`config.mk`:
```
export PLATFORM = sky130hd
export DESIGN_NAME = circuit_sweeper
export DESIGN_NICKNAME = d
export VERILOG_FILES = /design/src/rtl/circuit_sweeper.sv
export SDC_FILE = /design/constraint.sdc
export NUM_CORES = 1
export LEC_CHECK = 0
export BUFFER_PORTS_ARGS = -buffer_cell sky130_fd_sc_hd__clkbuf_2
export CAP_MARGIN = 15
export CORE_MARGIN = 8
export CORE_UTILIZATION = 40
export CTS_CLUSTER_SIZE = 30
export DETAILED_ROUTE_END_ITERATION = 10
export HOLD_SLACK_MARGIN = 0.06
export PLACE_DENSITY = 0.66
export SYNTH_ARGS = -nofsm -noshare
export SYNTH_HDL_FRONTEND = slang
export SYNTH_SLANG_ARGS = --single-unit
```
`constraint.sdc`:
```
create_clock -name clk -period 2.2 [get_ports clk]
set_clock_uncertainty 0.1 [all_clocks]
set_input_delay 0.22 -clock clk [delete_from_list [all_inputs] [get_ports clk]]
set_output_delay 0.22 -clock clk [all_outputs]
set_load 0.1 [all_outputs]
```
`src/rtl/circuit_sweeper.sv`:
```
// Stimulus-and-capture sweeper: walks {a,b,c,d} through 0..15, samples f_in after a
// settle delay and builds a truth table. Optional check: `define CIRCUIT_SWEEPER_CHECK_EN.
module circuit_sweeper #(
    parameter int unsigned SETTLE = 1
) (
    input  logic        clk,
    input  logic        rst_n,
    input  logic        start,
    input  logic        abort,
    input  logic        f_in,
    input  logic [15:0] expected,
    output logic        a,
    output logic        b,
    output logic        c,
    output logic        d,
    output logic        busy,
    output logic        done,
    output logic [15:0] table_out,
    output logic        pass,
    output logic [1:0]  state_dbg
);

    localparam logic [1:0] ST_IDLE   = 2'd0;
    localparam logic [1:0] ST_SETTLE = 2'd1;
    localparam logic [1:0] ST_SAMPLE = 2'd2;
    localparam logic [1:0] ST_DONE   = 2'd3;

    localparam logic [7:0] SETTLE_CNT = 8'(SETTLE);
    // With no settle delay each vector goes straight to its sampling cycle.
    localparam logic [1:0] ST_ENTRY = (SETTLE == 0) ? ST_SAMPLE : ST_SETTLE;

    logic [1:0] state, state_nxt;
    logic [3:0] idx, idx_nxt;
    logic [7:0] cnt, cnt_nxt;
    logic       capture;
    logic       clear;

    always_comb begin
        state_nxt = state;
        idx_nxt   = idx;
        cnt_nxt   = cnt;
        capture   = 1'b0;
        clear     = 1'b0;
        case (state)
            ST_IDLE: begin
                if (start) begin
                    clear     = 1'b1;
                    idx_nxt   = 4'd0;
                    cnt_nxt   = SETTLE_CNT;
                    state_nxt = ST_ENTRY;
                end
            end
            ST_SETTLE: begin
                if (abort) begin
                    idx_nxt   = 4'd0;
                    state_nxt = ST_IDLE;
                end else begin
                    cnt_nxt = cnt - 8'd1;
                    if (cnt <= 8'd1) state_nxt = ST_SAMPLE;
                end
            end
            ST_SAMPLE: begin
                // abort wins over the capture scheduled for this edge
                if (abort) begin
                    idx_nxt   = 4'd0;
                    state_nxt = ST_IDLE;
                end else begin
                    capture = 1'b1;
                    if (idx == 4'd15) begin
                        state_nxt = ST_DONE;
                    end else begin
                        idx_nxt   = idx + 4'd1;
                        cnt_nxt   = SETTLE_CNT;
                        state_nxt = ST_ENTRY;
                    end
                end
            end
            default: begin
                idx_nxt   = 4'd0;
                state_nxt = ST_IDLE;
            end
        endcase
    end

    always_ff @(posedge clk or negedge rst_n) begin
        if (!rst_n) begin
            state     <= ST_IDLE;
            idx       <= 4'd0;
            cnt       <= 8'd0;
            table_out <= 16'd0;
        end else begin
            state <= state_nxt;
            idx   <= idx_nxt;
            cnt   <= cnt_nxt;
            if (clear)        table_out      <= 16'd0;
            else if (capture) table_out[idx] <= f_in;
        end
    end

`ifdef CIRCUIT_SWEEPER_CHECK_EN
    always_ff @(posedge clk or negedge rst_n) begin
        if (!rst_n)                 pass <= 1'b0;
        else if (clear)             pass <= 1'b0;
        else if (state == ST_DONE)  pass <= (table_out == expected);
    end
`else
    logic unused_expected;
    assign unused_expected = ^expected;
    assign pass = 1'b0;
`endif

    assign {a, b, c, d} = idx;
    assign busy         = (state == ST_SETTLE) || (state == ST_SAMPLE);
    assign done         = (state == ST_DONE);
    assign state_dbg    = state;

endmodule

```
# Word level (Yosys, flattened, before mapping)
# Cells that the tools add are included.
# word_totals
out_inout_bits	25
ff_bits	30
inputBits	21
elab_cells	53
# classes
n_reduce_logical	8
muxes	25
magnitude_cmp	3
n_eq_ne	11
n_addsub	2
# ops
cell	n
$mux W16	2
$mux W8	4
$pmux W8 S3	1
$bwmux W16	1
$mux W4	4
$pmux W4 S3	1
$mux W2	5
$ne A2 B2 Y1 const B	5
$le A8 B1 Y1 const B	1
$sub A8 B1 Y8 const B	1
$ne A3 B3 Y1 const B	2
$pmux W2 S3	1
$lt A4 B5 Y1 const B	1
$mux W1	5
$reduce_and A5 Y1	1
$add A4 B1 Y4 const B	1
$demux W1 S4	1
$eq A2 B2 Y1 const B	2
$eq A4 B4 Y1 const B	1
$ge A4 B1 Y1 const B	1
$reduce_and A3 Y1	1
$reduce_bool A3 Y1	1
$eq A2 B1 Y1 const B	1
$logic_not A2 Y1	1
4 further kinds	4

# Logic depth before layout (Yosys ltp)
# Gate-level depths: netlist (run 1).
# depth
word_depth	7
ltp_mapped	7
ltp_nobuf	6

# Worst setup path before layout (run 1)
# OpenSTA, ideal clock, no wires.
# synth_path
path_kind	register to register
startpoint	register state[0] (netlist: state_dbg[0])
endpoint	register cnt[1]
slack_ns	-0.660
setup_ns	0.080
required_ns	2.020
path_stages_with_launch	6
synth_period_minus_slack_ns	2.860
path_buffers	1
arrival_ns	2.680
cell_sequence	dfrtp_1 > ha_1 > or4_1 > buf_2 > or3_1 > o21ai_1
# synth_via
elab_chain_len	3
word_cells_on_any_way	10
cone_classes	6 x eq/ne; 1 x mux; 3 x reduce/logical
# synth_rtl
item	line	text
from (decl)	32	logic [1:0] state, state_nxt;
from (signal assigned)	92	state <= state_nxt;
$eq A2 B2 Y1, or another cell as far along	44	case (state)
$ne A2 B2 Y1 (no line) / $reduce_bool A3 Y1 (equally long branches)	--	
$reduce_and A5 Y1 (no line)	--	
to (signal assigned)	94	cnt <= cnt_nxt;
to (decl)	34	logic [7:0] cnt, cnt_nxt;
# Parallel ways exist; a longest one is shown, timed or not.
# A chain may end at the register's enable or synchronous reset.

# Final worst setup path (run 1)
# layout_path
startpoint	register state[0] (netlist: state_dbg[0])
endpoint	register cnt[2]
# Same word-level chain as after synthesis.

==> results of run 1 <==
==> layout make-up <==
| class | instances | share of cell area |
|---|---|---|
| inverters | 9 | 0.0189 |
| repair buffers | 35 | 0.0951 |
| clock buffers | 5 | 0.0335 |
| well taps | 50 | 0.0305 |
| multi-input cells | 144 | 0.430 |
| clock inverters | 3 | 0.0195 |
| flip-flops and latches | 30 | 0.372 |
==> flip-flops by register name (all words and copies together) (netlist names) <==
register   cells
table_out     16
cnt            8
idx            4
state_dbg      2
==> cells by family (layout without fill, tap and decap cells) <==
group	Yosys count	in the layout	synth area share
fa+ha+maj	10	10	0.0751
other cells	1	1	0.00225
compound gates	52	52	0.180
buf+inv	16	52	0.0435
flops	30	30	0.450
simple gates	76	76	0.218
mux	5	5	0.0300
==> stage by stage <==
stage | total power [mW] | setup slack [ps] | cells
after floorplan | 1.72 | -24.8 | 190
after global placement | 1.95 | 143 | 267
after detailed placement | 1.96 | 133 | 267
after CTS | 2.52 | 120 | 276
after global routing | 2.67 | 4.74 | 276
final | 2.50 | 121 | 276
==> routing by layer <==
layer	vias to the layer above	track usage	share of wire
li1	728	-	-
met1	693	0.156	0.47
met2	27	0.196	0.47
met3	4	0.0413	0.044
met4	0	0.0491	0.015
met5	-	0	0
==> final timing paths <==
| check | from | endpoint | slack [ps] | cells after the start |
|---|---|---|---|---|
| max | state_dbg[0] | cnt[2] | 120 | 7 |
| min | abort | state_dbg[1] | 250 | 4 |
| max reg2reg | state_dbg[0] | cnt[2] | 120 | 7 |
| min reg2reg | cnt[6] | cnt[6] | 420 | 1 |
| max in group asynchronous | rst_n | state_dbg[0] | 990 | 2 |
| min in group asynchronous | rst_n | state_dbg[1] | 450 | 2 |
==> cells in the final DEF, fill, tap and decap left out, types with 2 or more instances in the layout <==
cell type	Yosys	layout
clkbuf_2	0	28
o21ai_0	26	25
dfrtp_1	30	24
nor2_1	23	23
nand2_1	22	22
a21oi_1	15	15
inv_1	9	7
nor3_1	6	6
ha_1	10	6
buf_4	1	6
nand3b_1	5	5
nand2b_1	5	5
mux2i_1	5	5
clkbuf_8	0	5
dfrtp_2	0	4
nor2b_1	3	3
or4_1	3	3
o31ai_1	3	3
nand3_1	3	3
ha_4	0	3
inv_4	0	2
nor4_1	2	2
or3_1	2	2
o21ai_1	1	2
clkinv_2	0	2
dfrtp_4	0	2
==> power by group <==
group / total (mW) / internal (mW) / switching, mW
registers: 0.772 / 0.649 / 0.123
logic: 1.19 / 0.354 / 0.833
clock network: 0.543 / 0.333 / 0.210
==> worst register-to-register path: cells and delay by family, from the launching register on <==
kind	cells	cell delay (ps)
flops	1	480
buf+inv	2	230
simple gates	2	710
fa+ha+maj	1	200
compound gates	2	250
==> what timing repair did <==
action / CTS / global route
hold buffers: 1 / 0
resized for setup: 0 / 1
hold endpoints to repair: 30 / 0
endpoints found under the setup margin: 0 / 1
==> run metrics, run 1 <==
status=finished clean; register area=between 700 and 800 µm²; Cell Chain, Critical Path=inv_4 > ha_2 > nor2b_1 > or4_1 > buf_4 > o21ai_0 > o21ai_0; CP startpoint kind=register; drt wl/cell=around 14 µm; Slew Viols, Final=0; instance count of the mapped netlist=190; DRT antenna net count=0; pwr dens=~1200 nW/µm²; crit path max fanout=5; TritonCTS clock tree=done; top-area cell type share of the netlist area=0.450; share of the yosys chip area belonging to registers=0.450; Remaining Overflow, GRT=0; Seq cells post-synth=30; Cell Area, Synth=~1700 µm²; footprint of the multi-input gates=~880 µm²; CP max stage cell=or4_1; pin count of the biggest net entering global routing=31; Initial Util=0.417; Critical Path Most Common Cell=o21ai_0; Post-Place Cell Area=~1900 µm²; Rows=23; syn_nets=about 220; worst-margin pin slew=approximately 770 ps; Hold Slack=253 ps; min cycle time layout=~2100 ps; # DRC=0; most frequent cell after synthesis=dfrtp_1; GP Congestion=approximately 0.76; Hold Vio Cnt, Final=0; CTS root buf=clkbuf_8; total leakage power=~0.91 nW; RSZ-0062 raised after global routing=false; CTS buffer count=5; largest cells by area after synthesis=dfrtp_1, o21ai_0, ha_1; ANT cells=0; Crit path arrival time=2130 ps; initial DRC count=93; Crit Path Category=register to register; Rel. slew slack=0.489; layout cells sized above 1=0.243; fin area=between 2000 and 2500 µm²; Die Height=80.6 µm; Syn. warnings=0; IO Pins=46; Worst EP required=2250 ps; Vias/cell=5.26; TNS Setup=0 ps; via count of the first global-routing pass=1391; core area=between 4000 and 5000 µm²; Setup crit end kind=register; crit-path max cell delay=between 500 and 600 ps; Peak supply drop=1240 µV; share of async-settable or async-resettable flops after synthesis=1.00; vias=about 1500; Area Overhead vs Synth=23.1%; Yosys cell types=32; fmax=around 0.48 GHz; Die W=80.6 µm; final setup fails=0; initial antenna violation count=0; Commonest cells post-synth=dfrtp_1, o21ai_0, nor2_1, nand2_1, a21oi_1; MaxCap Viol Count=0; CP bufs+invs=2; I/O Buffers=28; Total Nets Final=256; Post-synth EDFFs=0; CTS Sinks=30; clk buf depth=2; Die Area=6490 µm²; Crit path max-delay family=simple AND/OR/NAND/NOR gates; FILL cells=386; CTS clk-pin slew, worst paths=~70 ps; average size of a mapped cell=a little under 9 µm²; Synth area leader=dfrtp_1; Setup Buffers After CTS=0; Detailed Routing Iterations Pass 1=4; Tcrit/Tclk final=0.945; All-Layer GR Usage=0.126; Clock Latency Late Sink=approximately 270 ps; WL final=3780 µm; first-pass GRT wire length=roughly 6400 µm; worst hold path type=primary input to register; Post-Route Utilization=0.513; DP HPWL=around 2700 µm; prevailing post-synth register cell=dfrtp_1; H-tree depth=2
(Power assumes the default switching activity.)
==> run 2, diff against run 1 <==
Settings changed: CORE_ASPECT_RATIO from default to 0.6.
==> run 2 against run 1 <==
Utilization down 0.56 points. Register-to-register slack improved by 60 ps. Total power shrank 2.5%. Sequential power is 0.5% lower. Count of clock-buffer cells in the layout up 1. Cell count grew 0.72%. Non-clock buffer count rose by 2. Via count grew 1.7%. Maximum frequency is 3.1% higher. Die area grew 1.0%.
==> run metrics, run 2 (synthesized netlist as in run 1, its figures left out) <==
Crit Path Category=register to register; Clock Latency Late Sink=290 ps; WL final=4080 µm; commonest non-fill, non-tap cells in the layout=clkbuf_2, o21ai_0, dfrtp_1, nor2_1, nand2_1; MaxCap Viol Count=0; crit path max fanout=10; I/O Buffers=28; top layer in use=met4; Crit path arrival time=2130 ps; final setup fails=0; DRT antenna net count=0; FF-to-FF Start=state_dbg[1]; Slew Viols, Final=0; via count of the first global-routing pass=approximately 1400; initial DRC count=74; total power=about 2.4 mW; TNS Setup=0 ps; layout cells sized above 1=0.254; drt wl/cell=14.7 µm; Die Height=roughly 66 µm; max reg flops=16; FILL cells=roughly 400; fmax=approximately 0.5 GHz; Worst EP required=2320 ps; Rows=18; Rel. slew slack=0.493; Post-Route Utilization=0.507; initial antenna violation count=0; Die W=99.3 µm; status=finished clean; H-tree depth=2; Tcrit/Tclk final=0.916; IO Pins=between 40 and 50; Initial Util=0.411; Biggest register=table_out; min cycle time layout=slightly above 2000 ps; first-pass GRT wire length=roughly 7000 µm; Hold Vio Cnt, Final=0; All-Layer GR Usage=0.135; pwr dens=1190 nW/µm²; clk buf depth=2; CTS buffer count=5; DP HPWL=2940 µm; Peak supply drop=between 800 and 900 µV; TritonCTS clock tree=done; Die Area=approximately 6600 µm²; met3 wire len=271 µm; vias=roughly 1500; leading cell type in the layout, fill and taps excluded=clkbuf_2; Detailed Routing Iterations Pass 1=4; pin count of the biggest net entering global routing=31; Worst Min Path Start=abort; worst-margin pin slew=761 ps; core area=4050 µm²; met2 WL=1570 µm; Setup crit end kind=register; top flop regs=table_out (16), cnt (8), idx (4); CTS root buf=clkbuf_8; worst hold path type=primary input to register; Vias/cell=about 5.3; Setup Buffers After CTS=0; RSZ-0062 raised after global routing=false; Remaining Overflow, GRT=0; CTS Sinks=30; CTS clk-pin slew, worst paths=around 70 ps; CP startpoint kind=register; CP startpoint=state_dbg[1]; wl on met1=between 2000 and 2500 µm; GP Congestion=~0.79; ANT cells=0; total leakage power=about 0.91 nW; # DRC=0; Area Overhead vs Synth=23.4%; Total Nets Final=around 260
==> run 2: changes by cell type in the layout (fill, tap and decap cells not counted), sizes merged <==
cell,delta
buf,+2
clkbuf,+1
bufinv,-1
clkinvlp,+1
clkinv,-1
==> run 2: area by class of cell <==
class | instances | area, µm² | share of cell area
Clock buffer | 6 | 82.6 | 0.0401
Clock inverter | 2 | 12.5 | 0.00608
Inverter | 9 | 38.8 | 0.0189
Multi-Input combinational cell | 144 | 887 | 0.431
Sequential cell | 30 | 763 | 0.371
Tap cell | 50 | 62.6 | 0.0304
Timing Repair Buffer | 37 | 210 | 0.102
==> run 2: metal layers <==
layer,vias to the layer above,track usage
li1,739,-
met1,690,0.191
met2,38,0.181
met3,10,0.0494
met4,0,0.0506
met5,-,0
==> run 2: what timing repair did <==
action / CTS / global route
endpoints found under the setup margin: 0 / 3
hold buffers: 1 / 0
endpoints found under the hold margin: 30 / 0
resized for setup: 0 / 1
==> run 2: final timing paths <==
path	endpoint	slack [ps]	cells past startpoint
min in group asynchronous	cnt[2]	430	2
setup / recovery	cnt[1]	180	5
hold reg to reg	table_out[0]	420	2
max in group asynchronous	state_dbg[0]	990	2
hold / removal	state_dbg[1]	280	4
setup reg to reg	cnt[1]	180	5
==> run 2: report_power, final <==
part,switching [mW],internal (mW)
Sequential,0.120,0.648
Combinational,0.850,0.347
Clock,0.222,0.251
==> run 2: metrics by stage <==
step / std cells / area [µm²] / worst slack (ps) / hold WS, ps
4_1_cts: 278 / 2050 / 38.1 / 269
3_5_place_dp: 269 / 1950 / 49.2 / 236
6_report: 278 / 2060 / 184 / 280
3_3_place_gp: 269 / 1950 / 66.3 / 227
5_1_grt: 278 / 2060 / 56.1 / 309
2_1_floorplan: 190 / 1720 / -24.8 / -176
==> run 2: worst max-delay path, cell delays in order, from the launching register on <==
cell     delay (ps)
dfrtp_4         520
ha_4            200
o21a_1          200
or4_4           540
or3_1           320
o21ai_1          70
==> run 3, diff against run 2 <==
Settings changed: CORE_UTILIZATION 40 to 45, PLACE_DENSITY 0.66 to 0.72.
==> run 3 against run 2 <==
Via count shrank 1.1%. Sequential power grew 0.9%. Non-clock buffer count shrank 1. Critical path type unchanged. Critical endpoint unchanged.
==> run metrics, run 3 (synthesized netlist as in run 1, its figures left out) <==
Clock Latency Late Sink=between 200 and 300 ps; Setup crit end kind=register; Die Area=5970 µm²; Worst EP required=~2300 ps; Cell Chain, Critical Path=ha_4 > o21a_1 > or4_4 > or3_1 > o21ai_1; Total Nets Final=between 200 and 300; CP bufs+invs=0; RSZ-0062 raised after global routing=false; leading cell type in the layout, fill and taps excluded=clkbuf_2; CTS root buf=clkbuf_8; layout cells sized above 1=0.247; CTS Sinks=30; min cycle time layout=just over 2000 ps; gr busiest metal=met1; crit-path max cell delay=~550 ps; top flop regs=table_out (16), cnt (8), idx (4); R2R depth=5; CTS buffer count=5; CP startpoint kind=register; FILL cells=349; Post-Place Cell Area=1940 µm²; Remaining Overflow, GRT=0; Crit Path Category=register to register; switching share of power=0.488; initial DRC count=between 60 and 70; core area=approximately 3600 µm²; All-Layer GR Usage=0.145; combinational power share=0.491; pin count of the biggest net entering global routing=31; fin area=2040 µm²; Hold Vio Cnt, Final=0; commonest non-fill, non-tap cells in the layout=clkbuf_2, o21ai_0, dfrtp_1, nor2_1, nand2_1; Setup Slack @ Placement=between 40 and 50 ps; first-pass GRT wire length=slightly below 7000 µm; Rel. slew slack=0.488; pwr dens=1190 nW/µm²; vias=~1500; IO Pins=between 40 and 50; final setup fails=0; Vias/cell=5.33; Peak supply drop=between 1000 and 1500 µV; via count of the first global-routing pass=approximately 1400; WHS Endpoint=table_out[8]; # DRC=0; DP HPWL=between 3000 and 4000 µm; I/O Buffers=28; drt wl/cell=between 15 and 20 µm; CP max stage cell=or4_4; Die W=between 90 and 100 µm; WL final=around 4100 µm; Worst R2R End=cnt[1]; M1 GR Usage=0.208; total power=approximately 2.4 mW; status=finished clean; met2 usage=0.205; Tcrit/Tclk final=0.929; ANT cells=0; MaxCap Viol Count=0; Area Overhead vs Synth=22.5%; Detailed Routing Iterations Pass 1=4; sequential fraction of design power=0.319; worst-margin pin slew=~770 ps; FF-to-FF Start=state_dbg[1]; Die Height=about 63 µm; Biggest register=table_out; cell-internal power=around 1.2 mW; total leakage power=0.904 nW; Slew Viols, Final=0; fmax=0.489 GHz; reg2reg setup slack=roughly 160 ps; setup ws final=~160 ps; Crit path arrival time=2150 ps; Worst Min Path Start=f_in; Initial Util=0.461; DRT antenna net count=0; GP Congestion=~0.76; clk buf depth=2; Crit path max-delay family=simple AND/OR/NAND/NOR gates; TNS Setup=0 ps; CTS clk-pin slew, worst paths=around 70 ps; met3 Resource Use GR=0.0449; Hold Path Cell Cnt=3; sw power=1.18 mW; TritonCTS clock tree=done; max reg flops=16; Clock Power Share=0.189; Rows=17; initial antenna violation count=0; worst hold path type=primary input to register; crit path max fanout=10; H-tree depth=2
==> run 3: cell count changes in the layout (fill, tap and decap cells not counted) <==
| cell | previous run | this run |
|---|---|---|
| clkinvlp_4 | 1 | 0 |
| clkbuf_1 | 0 | 1 |
| buf_4 | 8 | 7 |
==> run 3: stage by stage <==
step,std cells,utilization,hold slack [ps]
detailed placement,265,0.536,238
floorplan,190,-,-176
CTS,274,0.564,269
finish,274,0.565,277
global placement,265,0.536,230
global route,274,0.565,295
==> run 3: timing repair <==
item / CTS / global route
setup endpoints to repair: 0 / 6
setup buffers: 0 / 0
hold endpoints to repair: 30 / 0
hold buffers: 1 / 0
resized for setup: 0 / 1
==> run 3: routing by layer <==
metal / routed length, µm / vias up / share of wire
met5: 0 / - / 0
met4: 25 / 0 / 0.0061
met3: 257 / 4 / 0.062
met2: 1700 / 34 / 0.41
met1: 2130 / 689 / 0.52
li1: - / 734 / -
==> run 3: worst max path at each step <==
stage | from | end | slack [ps] | cells past startpoint
3_5_place_dp | state_dbg[0] | cnt[1] | 50 | 6
6_report | state_dbg[1] | cnt[1] | 160 | 5
3_3_place_gp | state_dbg[1] | cnt[1] | 60 | 5
2_1_floorplan | state_dbg[0] | cnt[1] | -20 | 7
5_1_grt | state_dbg[1] | idx[2] | 80 | 7
4_1_cts | state_dbg[0] | cnt[1] | 40 | 6
==> run 3: power groups by stage <==
stage,Sequential [mW],Combinational (mW),Clock (mW)
2_1_floorplan,0.956,0.763,0
3_3_place_gp,0.778,1.15,0
3_5_place_dp,0.783,1.17,0
4_1_cts,0.774,1.18,0.471
5_1_grt,0.790,1.30,0.498
6_report,0.775,1.19,0.459
==> run 3: area by class of cell <==
class                   instances  area [µm²]  share of cell area
multi-input cells             144         887               0.434
flip-flops and latches         30         763               0.374
repair buffers                 36         203              0.0993
clock buffers                   7        86.3              0.0423
well taps                      47        58.8              0.0288
inverters                       9        38.8              0.0190
clock inverters                 1        5.00             0.00245
==> run 3: tightest hold or removal path, delay by kind of cell <==
kind	cells	cell delay [ps]
buf+inv	1	230
simple gates	1	110
compound gates	1	50
